**src/rtl/cond_flag_unit_pkg.sv**
```systemverilog
// cond_pkg: shared definitions for the condition/flag unit.
// Holds the ARM condition-code encodings, NZCV bit positions and the
// condition-pass function used by the evaluator.
package cond_pkg;

    localparam logic [3:0] COND_EQ = 4'b0000;
    localparam logic [3:0] COND_NE = 4'b0001;
    localparam logic [3:0] COND_CS = 4'b0010;
    localparam logic [3:0] COND_CC = 4'b0011;
    localparam logic [3:0] COND_MI = 4'b0100;
    localparam logic [3:0] COND_PL = 4'b0101;
    localparam logic [3:0] COND_VS = 4'b0110;
    localparam logic [3:0] COND_VC = 4'b0111;
    localparam logic [3:0] COND_HI = 4'b1000;
    localparam logic [3:0] COND_LS = 4'b1001;
    localparam logic [3:0] COND_GE = 4'b1010;
    localparam logic [3:0] COND_LT = 4'b1011;
    localparam logic [3:0] COND_GT = 4'b1100;
    localparam logic [3:0] COND_LE = 4'b1101;
    localparam logic [3:0] COND_AL = 4'b1110;
    localparam logic [3:0] COND_NV = 4'b1111;

    localparam int FLAG_N = 3;
    localparam int FLAG_Z = 2;
    localparam int FLAG_C = 1;
    localparam int FLAG_V = 0;

    // Returns 1 when the instruction with condition 'cond' executes under 'nzcv'.
    function automatic logic cond_pass(input logic [3:0] cond, input logic [3:0] nzcv);
        logic n, z, c, v;
        logic res;
        n = nzcv[FLAG_N];
        z = nzcv[FLAG_Z];
        c = nzcv[FLAG_C];
        v = nzcv[FLAG_V];
        case (cond)
            COND_EQ: res = z;
            COND_NE: res = ~z;
            COND_CS: res = c;
            COND_CC: res = ~c;
            COND_MI: res = n;
            COND_PL: res = ~n;
            COND_VS: res = v;
            COND_VC: res = ~v;
            COND_HI: res = c & ~z;
            COND_LS: res = ~c | z;
            COND_GE: res = (n == v);
            COND_LT: res = (n != v);
            COND_GT: res = ~z & (n == v);
            COND_LE: res = z | (n != v);
            COND_AL: res = 1'b1;
            COND_NV: res = 1'b0;
            default: res = 1'b0;
        endcase
        return res;
    endfunction

endpackage

```
**src/rtl/cond_flag_unit_eval.sv**
```systemverilog
// cond_eval: combinational condition evaluator, a thin wrapper around
// cond_pass so the truth table can be exercised as a standalone unit.
module cond_eval
    import cond_pkg::*;
(
    input  logic [3:0] cond,
    input  logic [3:0] nzcv,
    output logic       pass
);

    assign pass = cond_pass(cond, nzcv);

endmodule

```
**src/rtl/cond_flag_unit.sv**
```systemverilog
// cond_flag_unit: architectural NZCV flag holder plus a one-entry
// valid/ready stage that turns each issued condition field into a
// registered execute/squash decision, with saturating debug counters.
// Optional build macro COND_FLAG_Q_EN adds a sticky saturation flag
// (q_set/q_clr/q_flag) raised when either counter tries to pass all-ones.
module cond_flag_unit
    import cond_pkg::*;
#(
    parameter int CNT_W = 16
) (
    input  logic             clk,
    input  logic             rst,
    input  logic             flag_we,
    input  logic [3:0]       flag_mask,
    input  logic [3:0]       flag_nzcv,
    input  logic             ins_valid,
    output logic             ins_ready,
    input  logic [3:0]       ins_cond,
    output logic             out_valid,
    input  logic             out_ready,
    output logic             out_exec,
    output logic [3:0]       out_cond,
    output logic [3:0]       nzcv,
`ifdef COND_FLAG_Q_EN
    input  logic             q_set,
    input  logic             q_clr,
    output logic             q_flag,
`endif
    output logic [CNT_W-1:0] exec_cnt,
    output logic [CNT_W-1:0] squash_cnt
);

    localparam logic [CNT_W-1:0] CNT_MAX = {CNT_W{1'b1}};
    localparam logic [CNT_W-1:0] CNT_ONE = {{(CNT_W-1){1'b0}}, 1'b1};

    logic [3:0]       nzcv_r;
    logic [3:0]       eff_s;
    logic             pass_s;
    logic             out_valid_r;
    logic             out_exec_r;
    logic [3:0]       out_cond_r;
    logic [CNT_W-1:0] exec_cnt_r;
    logic [CNT_W-1:0] squash_cnt_r;
    logic             ins_ready_s;
    logic             accept_s;
    logic             hs_s;
    logic             exec_inc_s;
    logic             squash_inc_s;
    logic             exec_sat_s;
    logic             squash_sat_s;

    // Effective flags: a same-cycle ALU update bypasses into evaluation.
    always_comb begin
        eff_s = nzcv_r;
        if (flag_we) begin
            eff_s = (nzcv_r & ~flag_mask) | (flag_nzcv & flag_mask);
        end else begin
            eff_s = nzcv_r;
        end
    end

    cond_eval u_cond_eval (
        .cond (ins_cond),
        .nzcv (eff_s),
        .pass (pass_s)
    );

    assign ins_ready_s  = ~out_valid_r | out_ready;
    assign accept_s     = ins_valid & ins_ready_s;
    assign hs_s         = out_valid_r & out_ready;
    assign exec_inc_s   = hs_s & out_exec_r;
    assign squash_inc_s = hs_s & ~out_exec_r;
    assign exec_sat_s   = (exec_cnt_r == CNT_MAX);
    assign squash_sat_s = (squash_cnt_r == CNT_MAX);

    // Architectural flag register; eff_s already equals nzcv_r when no update.
    always_ff @(posedge clk) begin
        if (rst) begin
            nzcv_r <= 4'b0000;
        end else begin
            nzcv_r <= eff_s;
        end
    end

    // One-entry decision stage: load on accept, drain on handshake, else hold.
    always_ff @(posedge clk) begin
        if (rst) begin
            out_valid_r <= 1'b0;
            out_exec_r  <= 1'b0;
            out_cond_r  <= 4'b0000;
        end else if (accept_s) begin
            out_valid_r <= 1'b1;
            out_exec_r  <= pass_s;
            out_cond_r  <= ins_cond;
        end else if (hs_s) begin
            out_valid_r <= 1'b0;
        end else begin
            out_valid_r <= out_valid_r;
        end
    end

    // Executed-decision counter, counted on output handshake, saturating.
    always_ff @(posedge clk) begin
        if (rst) begin
            exec_cnt_r <= {CNT_W{1'b0}};
        end else if (exec_inc_s && !exec_sat_s) begin
            exec_cnt_r <= exec_cnt_r + CNT_ONE;
        end else begin
            exec_cnt_r <= exec_cnt_r;
        end
    end

    // Squashed-decision counter, counted on output handshake, saturating.
    always_ff @(posedge clk) begin
        if (rst) begin
            squash_cnt_r <= {CNT_W{1'b0}};
        end else if (squash_inc_s && !squash_sat_s) begin
            squash_cnt_r <= squash_cnt_r + CNT_ONE;
        end else begin
            squash_cnt_r <= squash_cnt_r;
        end
    end

`ifdef COND_FLAG_Q_EN
    logic q_flag_r;
    logic q_ovf_s;

    assign q_ovf_s = (exec_inc_s & exec_sat_s) | (squash_inc_s & squash_sat_s);

    // Sticky saturation flag: overflow or q_set set it, and set beats clear.
    always_ff @(posedge clk) begin
        if (rst) begin
            q_flag_r <= 1'b0;
        end else if (q_set || q_ovf_s) begin
            q_flag_r <= 1'b1;
        end else if (q_clr) begin
            q_flag_r <= 1'b0;
        end else begin
            q_flag_r <= q_flag_r;
        end
    end

    assign q_flag = q_flag_r;
`endif

    assign ins_ready  = ins_ready_s;
    assign out_valid  = out_valid_r;
    assign out_exec   = out_exec_r;
    assign out_cond   = out_cond_r;
    assign nzcv       = nzcv_r;
    assign exec_cnt   = exec_cnt_r;
    assign squash_cnt = squash_cnt_r;

endmodule
```
**config.mk**
```make
export PLATFORM = sky130hd
export DESIGN_NAME = cond_flag_unit
export DESIGN_NICKNAME = d
export VERILOG_FILES = /design/src/rtl/cond_flag_unit_pkg.sv /design/src/rtl/cond_flag_unit_eval.sv /design/src/rtl/cond_flag_unit.sv
export SDC_FILE = /design/constraint.sdc
export NUM_CORES = 1
export LEC_CHECK = 0
export CORE_MARGIN = 3
export CORE_UTILIZATION = 45
export DETAILED_ROUTE_END_ITERATION = 10
export PLACE_DENSITY = 0.8
export SYNTH_ARGS = -nofsm -noshare
export SYNTH_HDL_FRONTEND = slang
export SYNTH_HIERARCHICAL = 1
export SYNTH_SLANG_ARGS = --single-unit
```
**constraint.sdc**
```tcl
create_clock -name clk -period 2.82 [get_ports clk]
set_input_delay 0.705 -clock clk [delete_from_list [all_inputs] [get_ports clk]]
set_output_delay 0.705 -clock clk [all_outputs]
set_load 0.01 [all_outputs]
```
==> results of run 1 <==
[power by group through the flow]
stage                     Sequential, µW  Clock (µW)  Combinational (µW)
final                                611         577                 131
after global routing                 612         610                 143
after CTS                            611         579                 130
after detailed placement             625           0                 129
after global placement               625           0                 126
after floorplan                      628           0                62.3
[state kept, by name, summed over array words and instances, names as in the netlist]
register and flops:
nzcv 4, out_exec 1, exec_cnt 16, out_valid 1, squash_cnt 16, out_cond 4
[worst paths after layout]
path                                    from                          to  cells past startpoint  slack, ns
hold / removal      out_cond[0]$_SDFFE_PP0P_    out_cond[0]$_SDFFE_PP0P_                      2       0.46
setup / recovery                   out_ready                   ins_ready                      3       0.13
hold reg to reg     out_cond[0]$_SDFFE_PP0P_    out_cond[0]$_SDFFE_PP0P_                      2       0.46
setup reg to reg  squash_cnt[0]$_SDFFE_PP0P_  squash_cnt[6]$_SDFFE_PP0P_                      5       0.46
[routing by layer]
layer / vias to the layer above / track usage / part of all wire
met5: - / 0 / 0
met4: 0 / 0.0485 / 0.0096
met3: 6 / 0.0554 / 0.044
met2: 56 / 0.344 / 0.49
met1: 1022 / 0.266 / 0.46
li1: 1102 / - / -
[worst min-delay path: stages (launching register included)]
cell,delay (ns)
dfxtp_1,0.32
nand2_1,0.05
a21oi_1,0.05
[metrics by stage]
step                hold slack (ns)  power (µW)  cell area [µm²]  worst slack (ns)
finish                        0.462        1320             2990             0.133
global route                  0.481        1370             2990            0.0491
CTS                           0.464        1320             2980             0.121
detailed placement            0.452         754             2850           -0.0657
global placement              0.447         751             2850            0.0483
floorplan                     0.481         690             2180             0.583
[repair_timing]
item,in CTS,in global routing
hold endpoints to repair,0,0
resized for setup,0,1
setup endpoints to repair,0,1
[area by class of cell]
| type | count | area (µm²) |
|---|---|---|
| clock inverter | 3 | 68.8 |
| clock buffer | 5 | 68.8 |
| sequential | 42 | 841 |
| tap | 52 | 65.1 |
| timing repair buffer | 67 | 651 |
| fill | 394 | 1520 |
| inverter | 7 | 26.3 |
| multi-input combinational | 198 | 1270 |
[synth_stat cells, drive strengths merged (8+ instances only)]
| cell | instances |
|---|---|
| dfxtp | 42 |
| a21oi | 31 |
| nand3 | 16 |
| nand2 | 15 |
| nor2 | 14 |
| or4 | 13 |
| o31ai | 12 |
| nand4 | 11 |
| o21ai | 11 |
| mux2 | 9 |
| nor2b | 9 |
| or3 | 9 |
| clkbuf | 8 |
[kinds of logic (layout without fill, tap and decap cells)]
kind of cell	count (synthesis)	in the layout
XOR/XNOR	5	5
AND/OR/NAND/NOR	114	114
flip-flops	42	42
multiplexers	11	11
adder cells (fa/ha/maj)	2	2
buffers and inverters	18	82
AO/OA/AOI/OAI	66	66
==> metrics.txt, run 1 <==
clk_skew=0.0115 ns; full die area=5710 µm²; fraction of layout cells with a size suffix above 1=0.109; pwr dens=441 nW/µm²; cell chosen for the clock root=clkbuf_8; crit path time final=2.69 ns; Mapped Nets=277; unique cell type count in the Yosys netlist=43; Port Buf Inserts=59; WL per Instance=14.7 µm; core box area=4500 µm²; Via Count=2,186; Final TNS setup=0 ns; WP data arrival=1.98 ns; clock share of power=0.437; gp weighted congestion=0.829; initial antenna violation count=0; Starting DRT DRC Count=128; Area contributors post-synth=dfxtp_1 (39%), a21oi_1 (7.1%), mux2_2 (4.7%), o31ai_1 (4.1%), or4_1 (4.1%); dpl hpwl=3930 µm; most used cell, CP=clkdlybuf4s50_1; P_sw=293 µW; total gr overflow=0; Main synth FF type=dfxtp_1; CP Class=input port to output pin; Vias/cell=5.84; post-cts hold buffer count=0; HP Class=flip-flop to flip-flop; share of synthesized registers carrying an async set or reset=0; Core Util, Final=0.664; status=finished clean; Clock Pin Slew Worst Setup and Hold Paths=0.08 ns; Slew headroom=0.215; CP max stage delay=0.55 ns; Layout Cells excl Fill=374; Die Ht=75.6 µm; Final setup viols=0; H-tree depth=2; post-synthesis sequential area ratio=0.386; vias in the first global route=2,035; first-pass GRT wire length=9280 µm; worst-path cell chain=clkdlybuf4s50_1, nand2b_1, clkdlybuf4s50_1; RSZ-0062 raised after global routing=no; DRT Pass-1 Iters=4; EDFF count, synth=0; delay-heaviest family, CP=buffers and inverters; CP bufs+invs=2; Critical Path Sink Type=output pin; Skew-Pair Late Insertion Delay=0.30 ns; FF+latch count, synth=42; Synth area leader=dfxtp_1; CTS tree=built; I/O pin count=60; worst vdd ir=0.374 mV; Slew Viols, Final=0; actual slew at the worst max-slew pin=1.17 ns; area grow syn2layout=37.2%; Residual DRC=0; CTS sink cnt=42; Compound-Gate Fraction of Synth Area=0.185; placed cells=366; CTS Buffer Depth=2; Mapped Cells=258; Syn. warnings=6; total CTS buffers=5; pin count of the biggest net entering global routing=32; Startpoint Class=input port; largest family of logic cells by synthesized area=simple AND/OR/NAND/NOR gates; most frequent cells in the layout=clkdlybuf4s50_1 (59), dfxtp_1 (42), a21oi_1 (31); leak pwr=0.00101 µW; Final Net Count=340; Post-Synth Simple-Gate Area=0.308; Worst Path Max Fanout=5; f_max=0.372 GHz; DRT antenna net count=0; Total GRT Usage=0.206; commonest non-fill, non-tap cell in the layout=clkdlybuf4s50_1; Final period util=0.953; syn_area_per_cell=8.44 µm²; required time worst endpoint=2.12 ns; Switching Share=0.222; share of the synthesized area in the top cell type=0.386; slowest stage cell on the critical path=clkdlybuf4s50_1; count of final hold-check violations=0; Ant. Diodes=0; width of the die=75.6 µm; Starting Density=0.484; row count=24; XOR/XNOR share of the synthesized area=0.0201; max_cap viols=0; Reg power frac=0.463; postcts setup bufs=0; combinational group share of total power=0.100; Adder-Cell Fraction of Synth Area=0.0115; final wirelength=5500 µm; Syn Std Cell Area=2180 µm²; mux cell area share after synthesis=0.0557; Internal Power=1030 µW
(Power assumes the default switching activity.)
==> run 2: changes to the inputs <==
Settings changed: GPL_ROUTABILITY_DRIVEN set to 0, SYNTH_HIERARCHICAL 1 to unset.
==> metrics.txt, run 2 <==
status=finished clean; max layer used=met4; worst-path cell chain=clkdlybuf4s50_1, nand2b_1, clkdlybuf4s50_1; metal2 WL=2210 µm (-18%); DRT antenna net count=0 (unchanged); most frequent cells in the layout=clkdlybuf4s50_1 (59), dfxtp_1 (42), nor2_1 (39); H-tree depth=2 (unchanged); Area contributors post-synth=dfxtp_1 (41%), xor2_1 (9.3%), nor2_1 (7.1%), nand3_1 (4.1%), nand2_1 (3.6%); WHS Endpoint=out_cond[0]$_SDFFE_PP0P_; actual slew at the worst max-slew pin=0.560 ns (-0.606 ns); CTS tree=built; Mapped Cells=240 (-7.0%); total CTS buffers=5 (unchanged); M1 WL=2100 µm (-17%); f_max=0.372 GHz (-0.15%); total gr overflow=0 (unchanged); DRT Pass-1 Iters=4 (unchanged); max_cap viols=0 (unchanged); Reg power frac=0.515 (+0.052); required time worst endpoint=2.12 ns (about the same); Final Net Count=321 (-5.6%); post-synthesis sequential area ratio=0.406 (+0.0196); Slew headroom=0.626 (+0.411); WP data arrival=1.99 ns (about the same); CTS sink cnt=42 (unchanged); leak pwr=0.00103 µW (+2.1%); Synth top cells by count=dfxtp_1 (42), nor2_1 (39), xor2_1 (22); Syn Std Cell Area=2070 µm² (-4.8%); Total GRT Usage=0.181 (-0.0254); most used cell, CP=clkdlybuf4s50_1; Starting Density=0.470 (-0.0139); pwr dens=418 nW/µm² (-5.3%); EDFF count, synth=0 (unchanged); worst reg2reg endpoint=exec_cnt[15]$_SDFFE_PP0P_; Slew Viols, Final=0 (unchanged); hold path cells=2 (unchanged); combinational group share of total power=0.110 (+0.010); Main synth FF type=dfxtp_1; row count=24 (unchanged); Final TNS setup=0 ns (unchanged); Startpoint Class=input port; CTS Buffer Depth=2 (unchanged); Final setup viols=0 (unchanged); Ant. Diodes=0 (unchanged); Syn. warnings=0 (-6); width of the die=73.9 µm (-2.2%); Residual DRC=0 (unchanged); share of the synthesized area in the top cell type=0.406 (+0.0196); WL per Instance=13.0 µm (-12%); RSZ-0062 raised after global routing=no; area grow syn2layout=37.4% (about the same); Vias/cell=5.43 (-7.0%); worst vdd ir=0.211 mV (-44%); clock share of power=0.376 (-0.061); unique cell type count in the Yosys netlist=47 (+9.3%); Starting DRT DRC Count=93 (-27%); clk_skew=0.00498 ns (-0.00648 ns); dpl hpwl=3460 µm (-12%); Critical Path Sink Type=output pin; slowest stage cell on the critical path=clkdlybuf4s50_1; most common cell in the netlist=dfxtp_1; post-cts hold buffer count=0 (unchanged); core box area=4410 µm² (-2.0%); CP Class=input port to output pin; Skew-Pair Late Insertion Delay=0.29 ns (about the same); postcts setup bufs=0 (unchanged); Worst Path Max Fanout=4 (-1); cell chosen for the clock root=clkbuf_8; Die Ht=73.9 µm (-2.2%); vias in the first global route=1,775 (-13%); fraction of layout cells with a size suffix above 1=0.0792 (-0.0295); commonest non-fill, non-tap cell in the layout=clkdlybuf4s50_1; Clock Pin Slew Worst Setup and Hold Paths=0.07 ns (about the same); P_sw=271 µW (-7.4%); worst reg2reg startpoint=exec_cnt[3]$_SDFFE_PP0P_; crit path time final=2.69 ns (+0.00414 ns); HP Class=flip-flop to flip-flop; met3 WL=236 µm (-3.3%); Worst Min Path Start=out_cond[0]$_SDFFE_PP0P_; Core Util, Final=0.645 (-0.0185); Synth area leader=dfxtp_1; R2R setup slack=0.93 ns (+0.47 ns); Internal Power=918 µW (-10%); FF+latch count, synth=42 (unchanged); full die area=5460 µm² (-4.4%); count of final hold-check violations=0 (unchanged); initial antenna violation count=0 (unchanged); Port Buf Inserts=59 (unchanged); final wirelength=4600 µm (-16%); share of synthesized registers carrying an async set or reset=0 (unchanged); Mapped Nets=259 (-6.5%); Switching Share=0.228 (+0.00593); Final period util=0.954 (+0.00147); Via Count=1,929 (-12%); post_cts resized=0 (unchanged); delay-heaviest family, CP=buffers and inverters; CP max stage delay=0.59 ns (+0.04 ns); first-pass GRT wire length=7690 µm (-17%); I/O pin count=60 (unchanged); FF-to-FF path depth=6 (+1); CP bufs+invs=2 (unchanged); syn_area_per_cell=8.64 µm² (+2.3%); pin count of the biggest net entering global routing=31 (-3.1%)
run 2: cell types whose count changed after synthesis, moves of 4 or more:
| cell | delta |
|---|---|
| nor2b_1 | -8 |
| nor4_1 | -4 |
| mux2_2 | -9 |
| a21oi_1 | -21 |
| nand2_1 | +5 |
| or4_1 | -11 |
| xor2_1 | +18 |
| xnor2_1 | +6 |
| o21ai_0 | -8 |
| or3_1 | -6 |
| nor2_1 | +25 |
| o31ai_1 | -10 |
run 2: worst max path at each step:
stage                     startpoint               endpoint  slack (ns)  depth (start not counted)
after CTS                  out_ready              ins_ready        0.12                          3
after detailed placement     flag_we  out_exec$_SDFFE_PP0P_        0.07                          7
final                      out_ready              ins_ready        0.13                          3
after global placement       flag_we  out_exec$_SDFFE_PP0P_        0.15                          7
after global routing       out_ready              ins_ready        0.09                          3
after floorplan              flag_we  out_exec$_SDFFE_PP0P_        0.80                          7
run 2: power by group through the flow:
stage	Clock, µW	Sequential [µW]	Combinational [µW]
CTS	462	612	131
global route	479	614	144
floorplan	0	629	62.7
finish	447	612	131
global placement	0	625	130
detailed placement	0	626	131
run 2: metrics by stage:
step	power [µW]	instances	setup WS, ns	area [µm²]	hold WS [ns]
final	1190	355	0.129	2850	0.454
after global routing	1240	355	0.0860	2850	0.478
after CTS	1210	355	0.116	2850	0.459
after detailed placement	757	347	0.0706	2740	0.449
after global placement	755	347	0.148	2740	0.443
after floorplan	692	240	0.798	2070	0.481
run 2: tightest hold or removal path, cell delays in order (launching register included):
cell,delay [ns]
dfxtp_1,0.31
nand2_1,0.05
a21oi_1,0.05
run 2: metal layers:
| layer | track usage | up-vias |
|---|---|---|
| met5 | 0 | - |
| met3 | 0.0479 | 4 |
| met2 | 0.294 | 59 |
| met4 | 0.0684 | 0 |
| met1 | 0.226 | 893 |
| li1 | - | 973 |
run 2: cell families after synthesis:
| kind of cell | share of synthesized area |
|---|---|
| AOI/OAI and AO/OA | 0.147 |
| xor gates and xnor gates | 0.123 |
| adders and majority gates | 0.0121 |
| buffers and inverters | 0.0290 |
| DFF | 0.406 |
| muxes | 0.00966 |
| and+or+nand+nor | 0.275 |
run 2: area by class of cell:
cell class                 instances  area, µm²
sequential                        42        841
inverter                           5       18.8
clock buffer                       8        110
multi-input combinational        184       1170
timing repair buffer              64        641
tap                               52       65.1
fill                             387       1570
